<file path="config.mk">
export PLATFORM = sky130hd
export DESIGN_NAME = song_sequencer
export DESIGN_NICKNAME = d
export VERILOG_FILES = /design/src/rtl/song_sequencer.sv
export SDC_FILE = /design/constraint.sdc
export NUM_CORES = 1
export LEC_CHECK = 0
export BUFFER_PORTS_ARGS = -buffer_cell sky130_fd_sc_hd__buf_2
export CORE_MARGIN = 2
export CORE_UTILIZATION = 58
export CTS_CLUSTER_DIAMETER = 100
export DETAILED_ROUTE_END_ITERATION = 12
export PLACE_DENSITY = 0.8
export SLEW_MARGIN = 20
export SYNTH_ARGS = -nofsm -noshare
export SYNTH_HDL_FRONTEND = slang
export SYNTH_SLANG_ARGS = --single-unit
</file>
<file path="constraint.sdc">
create_clock -name clk -period 2.1 [get_ports clk]
set_input_delay 0.42 -clock clk [delete_from_list [all_inputs] [get_ports clk]]
set_output_delay 0.42 -clock clk [all_outputs]
set_load 0.03 [all_outputs]
</file>
<file path="src/rtl/song_sequencer.sv">
// song_sequencer: steps through a per-song note table in a synchronous ROM.
// For each entry it registers the note code and plays it for a number of
// duration units, each unit being TICK_DIV clock cycles long.
//
// state   | meaning
// --------+------------------------------------------------------------
// S_IDLE  | waiting for start; busy low
// S_FETCH | rom_addr presented to the ROM
// S_WAIT  | ROM read latency; the edge leaving WAIT is the load decision
// S_PLAY  | unit counter running; beat on every wrap
module song_sequencer #(
  parameter int unsigned TICK_DIV = 3375000,
  parameter int unsigned IDX_W    = 8
) (
  input  logic             clk,
  input  logic             reset_n,
  input  logic             start,
  input  logic [1:0]       song,
  input  logic             abort,
  output logic [IDX_W+1:0] rom_addr,
  input  logic [11:0]      rom_data,
  output logic [5:0]       note,
  output logic             note_valid,
  output logic             note_start,
  output logic             beat,
  output logic             busy,
  output logic             done
);

  localparam int unsigned CNT_W = (TICK_DIV > 1) ? $clog2(TICK_DIV) : 1;
  localparam logic [CNT_W-1:0] UNIT_LAST = CNT_W'(TICK_DIV - 1);
  localparam logic [5:0] CODE_END = 6'h3F;

  typedef enum logic [1:0] {S_IDLE, S_FETCH, S_WAIT, S_PLAY} state_e;

  state_e             state_q;
  logic [1:0]         song_q;
  logic [IDX_W-1:0]   idx_q;
  logic [IDX_W-1:0]   idx_d;
  logic [IDX_W+1:0]   rom_addr_q;
  logic [5:0]         note_q;
  logic               note_valid_q;
  logic               note_start_q;
  logic               beat_q;
  logic               done_q;
  logic [CNT_W-1:0]   unit_q;
  logic [5:0]         dur_q;
  logic [5:0]         rom_code;
  logic [5:0]         rom_dur;

  assign idx_d    = idx_q + 1'b1;
  assign rom_code = rom_data[11:6];
  // A zero duration still plays for one unit.
  assign rom_dur  = (rom_data[5:0] == 6'd0) ? 6'd1 : rom_data[5:0];

  // Sequencer FSM with all outputs registered; abort outranks start, and
  // start restarts from any state.
  always_ff @(posedge clk or negedge reset_n) begin
    if (!reset_n) begin
      state_q      <= S_IDLE;
      song_q       <= 2'd0;
      idx_q        <= '0;
      rom_addr_q   <= '0;
      note_q       <= 6'd0;
      note_valid_q <= 1'b0;
      note_start_q <= 1'b0;
      beat_q       <= 1'b0;
      done_q       <= 1'b0;
      unit_q       <= '0;
      dur_q        <= 6'd0;
    end else begin
      note_start_q <= 1'b0;
      beat_q       <= 1'b0;
      done_q       <= 1'b0;
      if (abort) begin
        state_q      <= S_IDLE;
        note_valid_q <= 1'b0;
        unit_q       <= '0;
        dur_q        <= 6'd0;
      end else if (start) begin
        state_q      <= S_FETCH;
        song_q       <= song;
        idx_q        <= '0;
        rom_addr_q   <= {song, {IDX_W{1'b0}}};
        note_valid_q <= 1'b0;
        unit_q       <= '0;
        dur_q        <= 6'd0;
      end else begin
        case (state_q)
          S_IDLE: begin
            state_q <= S_IDLE;
          end
          S_FETCH: begin
            state_q <= S_WAIT;
          end
          S_WAIT: begin
            if (rom_code == CODE_END) begin
              state_q      <= S_IDLE;
              note_valid_q <= 1'b0;
              done_q       <= 1'b1;
            end else begin
              state_q      <= S_PLAY;
              note_q       <= rom_code;
              note_valid_q <= (rom_code != 6'd0);
              note_start_q <= 1'b1;
              dur_q        <= rom_dur;
              unit_q       <= '0;
            end
          end
          S_PLAY: begin
            if (unit_q == UNIT_LAST) begin
              unit_q <= '0;
              beat_q <= 1'b1;
              if (dur_q == 6'd1) begin
                dur_q <= 6'd0;
                if (&idx_q) begin
                  // Table exhausted: finish rather than wrap to entry 0.
                  state_q      <= S_IDLE;
                  note_valid_q <= 1'b0;
                  done_q       <= 1'b1;
                end else begin
                  state_q    <= S_FETCH;
                  idx_q      <= idx_d;
                  rom_addr_q <= {song_q, idx_d};
                end
              end else begin
                dur_q <= dur_q - 1'b1;
              end
            end else begin
              unit_q <= unit_q + 1'b1;
            end
          end
          default: begin
            state_q <= S_IDLE;
          end
        endcase
      end
    end
  end

  assign rom_addr   = rom_addr_q;
  assign note       = note_q;
  assign note_valid = note_valid_q;
  assign note_start = note_start_q;
  assign beat       = beat_q;
  assign done       = done_q;
  assign busy       = (state_q != S_IDLE);

endmodule
</file>
Word level (Yosys, flattened, before mapping). Cells that the tools add are included.

Register bits after elaboration: 60. Logic and storage cells: 95.

Add/sub/neg operators: 3. Equal/unequal tests: 11. Multiplexer cells: 51. Bitwise gates (word level): 3. Reductions and logical operators: 16.

Operator list (number): $mux 22 (4); $mux 10 (5); $pmux 22 s2 (1); $mux 8 (5); $mux 6 (6); $add 22x1->22 const B (1); $eq 22x22->1 const B (1); $mux 1 (21); $ne 4x4->1 const B (4); $pmux 6 s2 (1); $mux 2 (5); $add 8x1->8 const B (1); $pmux 2 s4 (1); $reduce_and 4->1 (2); $reduce_and 8->1 (1); $reduce_bool 2->1 (4); $eq 6x1->1 const B (1); $eq 6x6->1 const B (1); $logic_not 6->1 (1); $reduce_and 2->1 (3); $reduce_bool 6->1 (1); $sub 6x1->6 const B (1); $reduce_and 5->1 (1); $eq 2x2->1 const B (2); 7 further kinds (10).

Longest topological paths before layout. Gate-level depths: netlist of the first run.

Depth in word-level cells: 7. Gate-level depth with buffers: 8.

Worst setup path after synthesis of the first run. No wires, ideal clock.

Kind: flip-flop to flip-flop. From: register idx_q[0]. To: register idx_q[1]. Library setup time: 127 ps. Data arrival time: 1858 ps. Data required time: 1973 ps. Path slack: 116 ps. Cell stages (with the launch flop): 7. Path buffers: 0. Period minus slack after synthesis: 1984 ps. Cell sequence: dfrtp_1 ha_1 and3_1 a31o_2 nor4_4 nor3b_1 a221o_2.

Word-level cells in the longest chain between the ends: 6. Elaborated cells between the ends (all ways): 9. Classes of those cells: add/sub (1); eq/ne (1); mux (5); reduce/logical (2).

RTL lines: start: declaration (RTL line 38) `logic [IDX_W-1:0] idx_q;`; start signal: assignment (RTL line 123) `idx_q <= idx_d;`; $add 8x1->8 (RTL line 51) `assign idx_d = idx_q + 1'b1;`; $mux 8 (RTL line 116) `if (&idx_q) begin`; $mux 8 (RTL line 114) `if (dur_q == 6'd1) begin`; $mux 8 (RTL line 111) `if (unit_q == UNIT_LAST) begin`; $mux 8 (RTL line 89) `case (state_q)`; $mux 8 (RTL line 80) `end else if (start) begin`.

Parallel ways exist; a longest one is shown, timed or not. The select of a mux whose other input is x is not followed. A chain may end at the register's enable or synchronous reset.

Worst setup path after layout of the first run.
From: register idx_q[1]. To: register idx_q[2].

Same word-level chain as after synthesis.

==> results of run 1 <==
==> layout by cell type, fill, tap and decap left out, drive strengths merged, types with 2 or more instances in the layout <==
master | Yosys | final
buf | 9 | 61
dfrtp | 52 | 52
nand2 | 35 | 35
a21oi | 25 | 25
nor2 | 23 | 23
nand3 | 18 | 18
o21ai | 11 | 11
nand4 | 11 | 11
nor3 | 11 | 11
inv | 10 | 10
a31oi | 10 | 10
and3 | 9 | 9
mux2i | 8 | 8
clkbuf | 6 | 8
mux2 | 7 | 7
nand2b | 7 | 7
nor4 | 7 | 7
xnor2 | 5 | 5
o31ai | 5 | 5
nor3b | 4 | 4
ha | 4 | 4
and4 | 3 | 3
a211oi | 3 | 3
nand4b | 3 | 3
a41oi | 3 | 3
and2 | 2 | 2
and4bb | 2 | 2
nor4bb | 2 | 2
a22o | 2 | 2
nor2b | 2 | 2
o2bb2ai | 2 | 2
a32oi | 2 | 2
a221o | 2 | 2
or3 | 2 | 2
a21boi | 2 | 2
a31o | 2 | 2
nand3b | 2 | 2
==> layer usage <==
metal	vias up	share of wire [%]	wire [um]
met4	0	1.3	96
met5	-	0	0
met2	77	48	3540
met1	1327	46	3370
li1	1320	-	-
met3	9	5.0	368
==> area by class of cell <==
type / count / area (um2) / share of cell area, %
inverters: 10 / 37.5 / 1.05
multi-input cells: 247 / 1690 / 47.1
well taps: 70 / 87.6 / 2.45
clock buffers: 8 / 90.1 / 2.52
flip-flops and latches: 52 / 1300 / 36.3
repair buffers: 61 / 379 / 10.6
==> kinds of logic after synthesis <==
kind of cell | share of synthesized area [%]
XOR/XNOR | 1.43
AND/OR/NAND/NOR | 29.1
flip-flops | 42.4
multiplexers | 5.18
buffers and inverters | 4.00
AO/OA/AOI/OAI | 16.2
adder cells (fa/ha/maj) | 1.63
==> what timing repair did <==
action                                  4_1_cts  5_1_grt
endpoints found under the hold margin         0        0
endpoints found under the setup margin        0       32
buffers inserted                              0        4
resized for setup                             0       10
==> power groups by stage <==
stage	clock network [mW]	logic, mW	registers (mW)
2_1_floorplan	0	0.128	1.17
3_3_place_gp	0	0.316	1.10
6_report	0.594	0.324	1.09
4_1_cts	0.601	0.323	1.09
3_5_place_dp	0	0.322	1.11
5_1_grt	0.646	0.352	1.10
==> how the worst max path moves through the flow <==
stage	from	end	slack, ns	depth (start not counted)
2_1_floorplan	idx_q[0]$_DFFE_PN0P_	idx_q[1]$_DFFE_PN0P_	0.12	6
3_3_place_gp	unit_q[1]$_DFFE_PN0N_	unit_q[10]$_DFFE_PN0N_	0.15	7
3_5_place_dp	unit_q[1]$_DFFE_PN0N_	unit_q[16]$_DFFE_PN0N_	0.04	7
4_1_cts	unit_q[1]$_DFFE_PN0N_	unit_q[16]$_DFFE_PN0N_	0.02	7
5_1_grt	idx_q[1]$_DFFE_PN0P_	rom_addr[9]$_DFFE_PN0P_	-0.02	7
6_report	idx_q[1]$_DFFE_PN0P_	idx_q[2]$_DFFE_PN0P_	0.08	7
==> metrics by stage <==
step	worst slack [ns]	hold slack, ns	power [mW]	utilization (%)	area [um2]
4_1_cts	0.0244	0.119	2.01	68.6	3500
6_report	0.0844	0.107	2.01	70.1	3580
5_1_grt	-0.0213	0.146	2.09	70.1	3580
2_1_floorplan	0.116	0.124	1.30	-	3070
3_3_place_gp	0.145	0.458	1.42	66.9	3410
3_5_place_dp	0.0414	0.457	1.43	66.9	3410
==> worst register-to-register path, delay by kind of cell (launching register included) <==
kind,cells,cell delay [ns]
fa+ha+maj,1,0.22
flops,1,0.41
mux,1,0.12
compound gates,1,0.26
simple gates,3,0.66
buf+inv,1,0.23
==> state kept, by name, summed over array words and instances, names as in the netlist <==
name and cells:
state_q 2, note_valid 1, unit_q 22, done 1, idx_q 7, dur_q 6, rom_addr 3, note 6
song_q 2, note_start 1, beat 1
==> out/results.ini, run 1 <==
[grt]
grt_max_degree=36
grt.overflow.total=0
first_global_vias=2601
antenna_found_initial=0
grt_pass1_wl_mm=12.4
grt_use_met3_pct=5.88
grt-busiest-layer=met2
grtUsageMet1_pct=36.5
use_met2_pct=40.4
track_usage_pct=26.2

[floorplan]
die_x_um=76.7
io_pins=39
dieArea_um2=5890
fp.coreArea_um2=5110
rows=26
start_util_pct=60.0
die_h_um=76.7

[sta]
setup_viol=0
layout_min_cycle_time_ns=2.02
fin_skew_ns=0.00699
fmax_mhz=496
period_share_pct=96.0
worstMarginPinSlew_ns=0.608
hold_viol_final=0
tns_ns=0
relSlewSlack_pct=59.4
finalMaxSlewViolations=0

[power]
p_seq_share_pct=54.2
p_switching_mw=0.571
power.density_nw_per_um2=560
p_sw_share_pct=28.5
p_int_mw=1.43
ir_drop_mv=0.339
power_frac_clock_pct=29.6
leakagePower_nw=1.64
pwr-share-comb_pct=16.2

[synthesis]
yosysSeqAreaShare_pct=42.4
yosysTopAreaCell=dfrtp_1
synth-edff-count=0
synth_cell_types=60
postSynthAreaPerCell_um2=9.47
synth-async-reset-ratio_pct=100
syn_inst=324
synth_area_leaders=dfrtp_1 42%, nand2_1 4.2%, a21oi_1 3.8%, nand3_1 2.8%, mux2i_1 2.6%
ys.flop_type=dfrtp_1
ys_seq_elements=52
yosysMostFrequentCell=dfrtp_1
synth_common_cells=52 x dfrtp_1, 34 x nand2_1, 23 x a21oi_1
synth_area_um2=3070
ys_warn_count=0
synth_top_area_share_pct=42.4
syn_nets=346

[detailed_routing]
firstDrtPassIters=4
drc_errors=0
num_vias=2733
wl_mm=7.38
ant_nets=0
detail_route.wl_per_cell_um=16.5
dr.first_iter.drc_count=271
via_per_inst=6.10

[flow_run]
maxCapViolCount=0

[final_layout]
final.fill_count=407
syn_to_final_growth_pct=16.8
fin_cells=448
fin_nets=399
layout-drive-gt1-share_pct=27.0
antenna_cells=0

[cts]
tritoncts=built
cts_htree_levels=2
clock-sinks=52
cts_hold_buf=0
clkSlewWorstSetupHoldPaths_ns=0.09
cts_buffers=5
insertion_delay_ns=0.31
clockBufferDepth=2
root_buffer=clkbuf_8

[place]
hpwl_mm=5.23
dp_cells=436
port_buffers=38
place_congestion=0.881

[critical_path]
reg2reg_depth=7
worstPathMaxFanout=6
r2r_setup_slack_ns=0.08
cp_cell_sequence=ha_2 > and3_4 > a31o_4 > nor4_4 > buf_4 > nand3b_4 > mux2i_1
rr_startpoint=idx_q[1]$_DFFE_PN0P_
crit_slowest_cell=dfrtp_1
start_kind=register
cp.buffers_inverters=1
r2r_end=idx_q[2]$_DFFE_PN0P_
end_kind=register
setup.worst_path.class=reg2reg
required_ns=2.30
crit_arrival_ns=2.22
slowest_delay_ns=0.41
critPathTopFamily=simple AND/OR/NAND/NOR gates

[worst_hold_path]
min_path_type=in2async

[run_status]
outcome=finished clean

Note: power is estimated with default switching activity, not from simulation.
==> run 2: changes to the inputs <==
--- a/config.mk
+++ b/config.mk
@@ -6,7 +6,7 @@
 export NUM_CORES = 1
 export LEC_CHECK = 0
 export BUFFER_PORTS_ARGS = -buffer_cell sky130_fd_sc_hd__buf_2
-export CORE_MARGIN = 2
+export CORE_MARGIN = 4
 export CORE_UTILIZATION = 58
 export CTS_CLUSTER_DIAMETER = 100
 export DETAILED_ROUTE_END_ITERATION = 12
==> run 2 against run 1 <==
Net effect:
- critical path depth shrank 2
- combinational power shrank 2%
- design area shrank 1.6%
==> out/results.ini, run 2 (synthesis gave the netlist of run 1 again) <==
[run_status]
outcome=finished clean

[floorplan]
rows=26  ; unchanged
die_h_um=80.7  ; +5.2%
die_x_um=80.7  ; +5.2%
fp.coreArea_um2=5110  ; unchanged
io_pins=39  ; unchanged
dieArea_um2=6510  ; +11%
start_util_pct=60.0  ; unchanged

[grt]
first_global_vias=2566  ; -1.3%
grt.overflow.total=0  ; unchanged
antenna_found_initial=0  ; unchanged
grt_max_degree=36  ; unchanged
track_usage_pct=22.3  ; -3.8 points
grt_pass1_wl_mm=11.5  ; -7.3%

[cts]
cts_resized=0  ; unchanged
cts_hold_buf=0  ; unchanged
tritoncts=built
root_buffer=clkbuf_8
cts_buffers=5  ; unchanged
cts_setup_buffers=0  ; unchanged
clockBufferDepth=2  ; unchanged
cts_htree_levels=2  ; unchanged
clkSlewWorstSetupHoldPaths_ns=0.09  ; about the same
insertion_delay_ns=0.31  ; about the same
clock-sinks=52  ; unchanged

[final_layout]
top_regs=unit_q x22, idx_q x7
largest_reg_flops=22  ; unchanged
fin_util_pct=69.0  ; -1.1 points
final.fill_count=410  ; +0.74%
fin_nets=394  ; -1.3%
regMostFlops=unit_q
syn_to_final_growth_pct=14.9
fin_area_um2=3520  ; -1.6%
final_common_cell=dfrtp_1
layout-drive-gt1-share_pct=25.2  ; -1.8 points
antenna_cells=0  ; unchanged
seq_area_um2=1300  ; unchanged
final_cell_mix=52 x dfrtp_1, 38 x buf_2, 34 x nand2_1
multi_input_area_um2=1650  ; -2.2%

[sta]
hold_viol_final=0  ; unchanged
finalWorstSetupSlack_ns=0.120  ; +0.0358 ns
finalMaxSlewViolations=0  ; unchanged
fin_skew_ns=0.00716  ; +0.000165 ns
relSlewSlack_pct=60.3  ; +0.90 points
tns_ns=0  ; unchanged
grt_setup_unrepaired=no
period_share_pct=94.3  ; -1.7 points
worstMarginPinSlew_ns=0.595  ; -0.0135 ns
layout_min_cycle_time_ns=1.98  ; -0.0358 ns
setup_viol=0  ; unchanged
fmax_mhz=505  ; +1.8%
hold_slack_ns=0.108  ; +0.00129 ns

[power]
ir_drop_mv=0.475  ; +40%
leakagePower_nw=1.63  ; -0.99%
power.density_nw_per_um2=592  ; +5.7%

[place]
place_congestion=0.902  ; +2.5%
hpwl_mm=5.13  ; -1.9%
pre_cts_slack_ns=0.0276  ; -0.0138 ns
place_area_um2=3410  ; -0.22%
port_buffers=38  ; unchanged

[critical_path]
setup.worst_path.class=reg2reg
end_kind=register
required_ns=2.31  ; about the same
worstPathMaxFanout=8  ; +2
crit_arrival_ns=2.19  ; -0.03 ns
start_kind=register

[worst_hold_path]
min_path_type=in2async

[detailed_routing]
wl_mm=6.83  ; -7.5%
via_per_inst=6.04  ; -0.94%
detail_route.wl_per_cell_um=15.4  ; -6.4%
firstDrtPassIters=4  ; unchanged
drc_errors=0  ; unchanged
num_vias=2677  ; -2.0%
ant_nets=0  ; unchanged
dr.first_iter.drc_count=176  ; -35%

[flow_run]
maxCapViolCount=0  ; unchanged

[run 2: layer usage]
layer | track usage [%] | part of all wire, %
met4 | 6.25 | 1.2
met1 | 29.0 | 46
met5 | 0 | 0
met2 | 38.2 | 48
met3 | 4.15 | 4.6
[run 2: power breakdown]
group	leakage (nW)	switching (mW)	internal, mW
combinational	0.864	0.206	0.113
clock	0.0552	0.329	0.354
sequential	0.707	0.0355	1.05
[run 2: final timing paths]
path	from	end	slack, ns	depth (start not counted)
hold / removal	reset_n	note[2]$_DFFE_PN0P_	0.11	1
max in group asynchronous	reset_n	unit_q[13]$_DFFE_PN0N_	1.44	2
min in group clk	abort	state_q[0]$_DFFE_PN0P_	0.31	2
hold reg to reg	song_q[0]$_DFFE_PN0P_	song_q[0]$_DFFE_PN0P_	0.50	2
setup reg to reg	unit_q[6]$_DFFE_PN0N_	dur_q[2]$_DFFE_PN0P_	0.12	5
setup / recovery	unit_q[6]$_DFFE_PN0N_	dur_q[2]$_DFFE_PN0P_	0.12	5
[run 2: final cells by class]
| class | instances | area share, % |
|---|---|---|
| Multi-Input combinational cell | 247 | 46.8 |
| Sequential cell | 52 | 36.9 |
| Timing Repair Buffer | 56 | 9.69 |
| Tap cell | 70 | 2.48 |
| Clock buffer | 6 | 2.06 |
| Inverter | 10 | 1.06 |
| Clock inverter | 2 | 0.994 |
[run 2: worst max-delay path, cell delays in order (launching register included)]
cell and delay (ns):
dfrtp_1 0.48, nor3b_1 0.32, nand3_2 0.18, nor2_2 0.32, o21ai_0 0.29, o31ai_1 0.29
[run 2: through the flow]
stage	std cells	total power, mW
floorplan	324	1.30
global placement	435	1.42
detailed placement	435	1.43
CTS	443	2.11
global route	443	2.17
finish	443	2.09
==> run 3: changes to the inputs <==
--- a/config.mk
+++ b/config.mk
@@ -6,10 +6,13 @@
 export NUM_CORES = 1
 export LEC_CHECK = 0
 export BUFFER_PORTS_ARGS = -buffer_cell sky130_fd_sc_hd__buf_2
+export CORE_ASPECT_RATIO = 1.2
 export CORE_MARGIN = 4
 export CORE_UTILIZATION = 58
 export CTS_CLUSTER_DIAMETER = 100
 export DETAILED_ROUTE_END_ITERATION = 12
+export GPL_TIMING_DRIVEN = 1
+export MAX_ROUTING_LAYER = met4
 export PLACE_DENSITY = 0.8
 export SLEW_MARGIN = 20
 export SYNTH_ARGS = -nofsm -noshare
==> run 3 against run 2 <==
Net effect:
- utilization up 1.4 points
- first-iteration DRC count increased by 30%
- design area is 0.78% higher
- register-to-register slack barely moved
- global-route usage up 1.4 points
- clock skew about the same
- count of clock-buffer cells in the layout is 2 higher
- cell count fell by 1.8%
==> out/results.ini, run 3 (synthesis gave the netlist of run 1 again) <==
[floorplan]
dieArea_um2=6520  ; about the same
io_pins=39  ; unchanged
die_h_um=87.7  ; +8.6%
start_util_pct=60.8  ; +0.74 points
fp.coreArea_um2=5040  ; -1.2%
die_x_um=74.4  ; -7.8%
rows=28  ; +7.7%

[critical_path]
setup.worst_path.class=reg2reg
worstPathMaxFanout=5  ; -3
reg2reg_depth=6  ; +1
crit_arrival_ns=2.18  ; about the same
start_kind=register
required_ns=2.30  ; about the same
end_kind=register

[detailed_routing]
firstDrtPassIters=4  ; unchanged
ant_nets=0  ; unchanged
wl_mm=7.12  ; +4.2%
detail_route.wl_per_cell_um=16.4  ; +6.1%
drc_errors=0  ; unchanged
dr.first_iter.drc_count=229  ; +30%
via_per_inst=6.21  ; +2.8%
num_vias=2703  ; +0.97%

[sta]
layout_min_cycle_time_ns=1.99  ; +0.00919 ns
finalWorstSetupSlack_ns=0.111  ; -0.00919 ns
hold_slack_ns=0.0965  ; -0.0114 ns
worstMarginPinSlew_ns=0.505  ; -0.0903 ns
fin_skew_ns=0.00704  ; -0.000121 ns
relSlewSlack_pct=66.0  ; +5.7 points
fmax_mhz=503  ; -0.46%
setup_viol=0  ; unchanged
tns_ns=0  ; unchanged
hold_viol_final=0  ; unchanged
finalMaxSlewViolations=0  ; unchanged
grt_setup_unrepaired=no
period_share_pct=94.7  ; +0.44 points

[grt]
track_usage_pct=23.8  ; +1.4 points
first_global_vias=2699  ; +5.2%
use_met2_pct=39.7  ; +1.6 points
grt_max_degree=53  ; +47%
antenna_found_initial=0  ; unchanged
grt_pass1_wl_mm=12.0  ; +4.4%
grtUsageMet1_pct=29.1  ; +0.13 points
grt.overflow.total=0  ; unchanged
grt_use_met3_pct=2.99  ; -1.2 points
grt-busiest-layer=met2

[cts]
root_buffer=clkbuf_8
clkSlewWorstSetupHoldPaths_ns=0.09  ; about the same
cts_hold_buf=0  ; unchanged
cts_buffers=5  ; unchanged
insertion_delay_ns=0.30  ; about the same
cts_htree_levels=2  ; unchanged
clock-sinks=52  ; unchanged
tritoncts=built
clockBufferDepth=2  ; unchanged

[final_layout]
fin_nets=396  ; +0.51%
layout-drive-gt1-share_pct=26.7  ; +1.5 points
largest_reg_flops=22  ; unchanged
fin_util_pct=70.4  ; +1.4 points
top_regs=unit_q x22, idx_q x7
syn_to_final_growth_pct=15.8
multi_input_area_um2=1680  ; +1.7%
seq_area_um2=1300  ; about the same
final_cell_mix=51 x dfrtp_1, 38 x buf_2, 34 x nand2_1
regMostFlops=unit_q
final.fill_count=397  ; -3.2%
final_common_cell=dfrtp_1
antenna_cells=0  ; unchanged

[place]
pre_cts_slack_ns=0.0955  ; +0.0679 ns
place_congestion=0.834  ; -7.6%
port_buffers=38  ; unchanged
hpwl_mm=5.08  ; -1.0%

[run_status]
outcome=finished clean

[power]
power.density_nw_per_um2=565  ; -4.6%
leakagePower_nw=1.63  ; +0.25%
post-layout-total-power_mw=2.01  ; -3.8%
ir_drop_mv=0.443  ; -6.7%

[flow_run]
maxCapViolCount=0  ; unchanged

[worst_hold_path]
min_path_type=in2async

==> run 3: area by class of cell <==
type	instances	area share (%)
inverters	10	1.06
flip-flops and latches	52	36.7
multi-input cells	247	47.2
repair buffers	58	10.4
clock buffers	8	2.54
well taps	60	2.11
==> run 3: stage by stage <==
step                area [um2]  instances
floorplan                 3070        324
global placement          3400        424
detailed placement        3400        424
CTS                       3490        432
global route              3550        435
finish                    3550        435
==> run 3: final timing paths <==
check                                   endpoint             startpoint  slack, ns
setup / recovery            idx_q[1]$_DFFE_PN0P_   idx_q[0]$_DFFE_PN0P_       0.11
hold / removal             unit_q[5]$_DFFE_PN0N_                reset_n        0.1
setup reg to reg            idx_q[1]$_DFFE_PN0P_   idx_q[0]$_DFFE_PN0P_       0.11
hold reg to reg            song_q[0]$_DFFE_PN0P_  song_q[0]$_DFFE_PN0P_       0.48
max in group asynchronous   idx_q[0]$_DFFE_PN0P_                reset_n       1.76
min in group clk           song_q[0]$_DFFE_PN0P_                song[0]       0.34
==> run 3: critical path: stages, from the launching register on <==
cell and delay (ns):
dfrtp_2 0.45, ha_2 0.22, and3_4 0.20, a31o_4 0.25
nor4_4 0.34, nor3b_1 0.10, a221o_2 0.31
==> run 3: routing by layer <==
layer / routed length [um] / vias to the layer above
met5: 0 / -
li1: - / 1312
met3: 335 / 15
met2: 3640 / 79
met4: 136 / 0
met1: 3010 / 1297
==> run 3: power by group <==
part / internal [mW] / leakage (nW) / switching (mW) / total, mW
Combinational: 0.115 / 0.879 / 0.208 / 0.323
Clock: 0.270 / 0.0455 / 0.330 / 0.599
Sequential: 1.05 / 0.705 / 0.0366 / 1.09
Total: 1.43 / 1.63 / 0.574 / 2.01
==> run 3: what timing repair did <==
| item | 4_1_cts | 5_1_grt |
|---|---|---|
| resized for setup | 0 | 10 |
| setup endpoints to repair | 0 | 12 |
| buffers inserted | 0 | 3 |
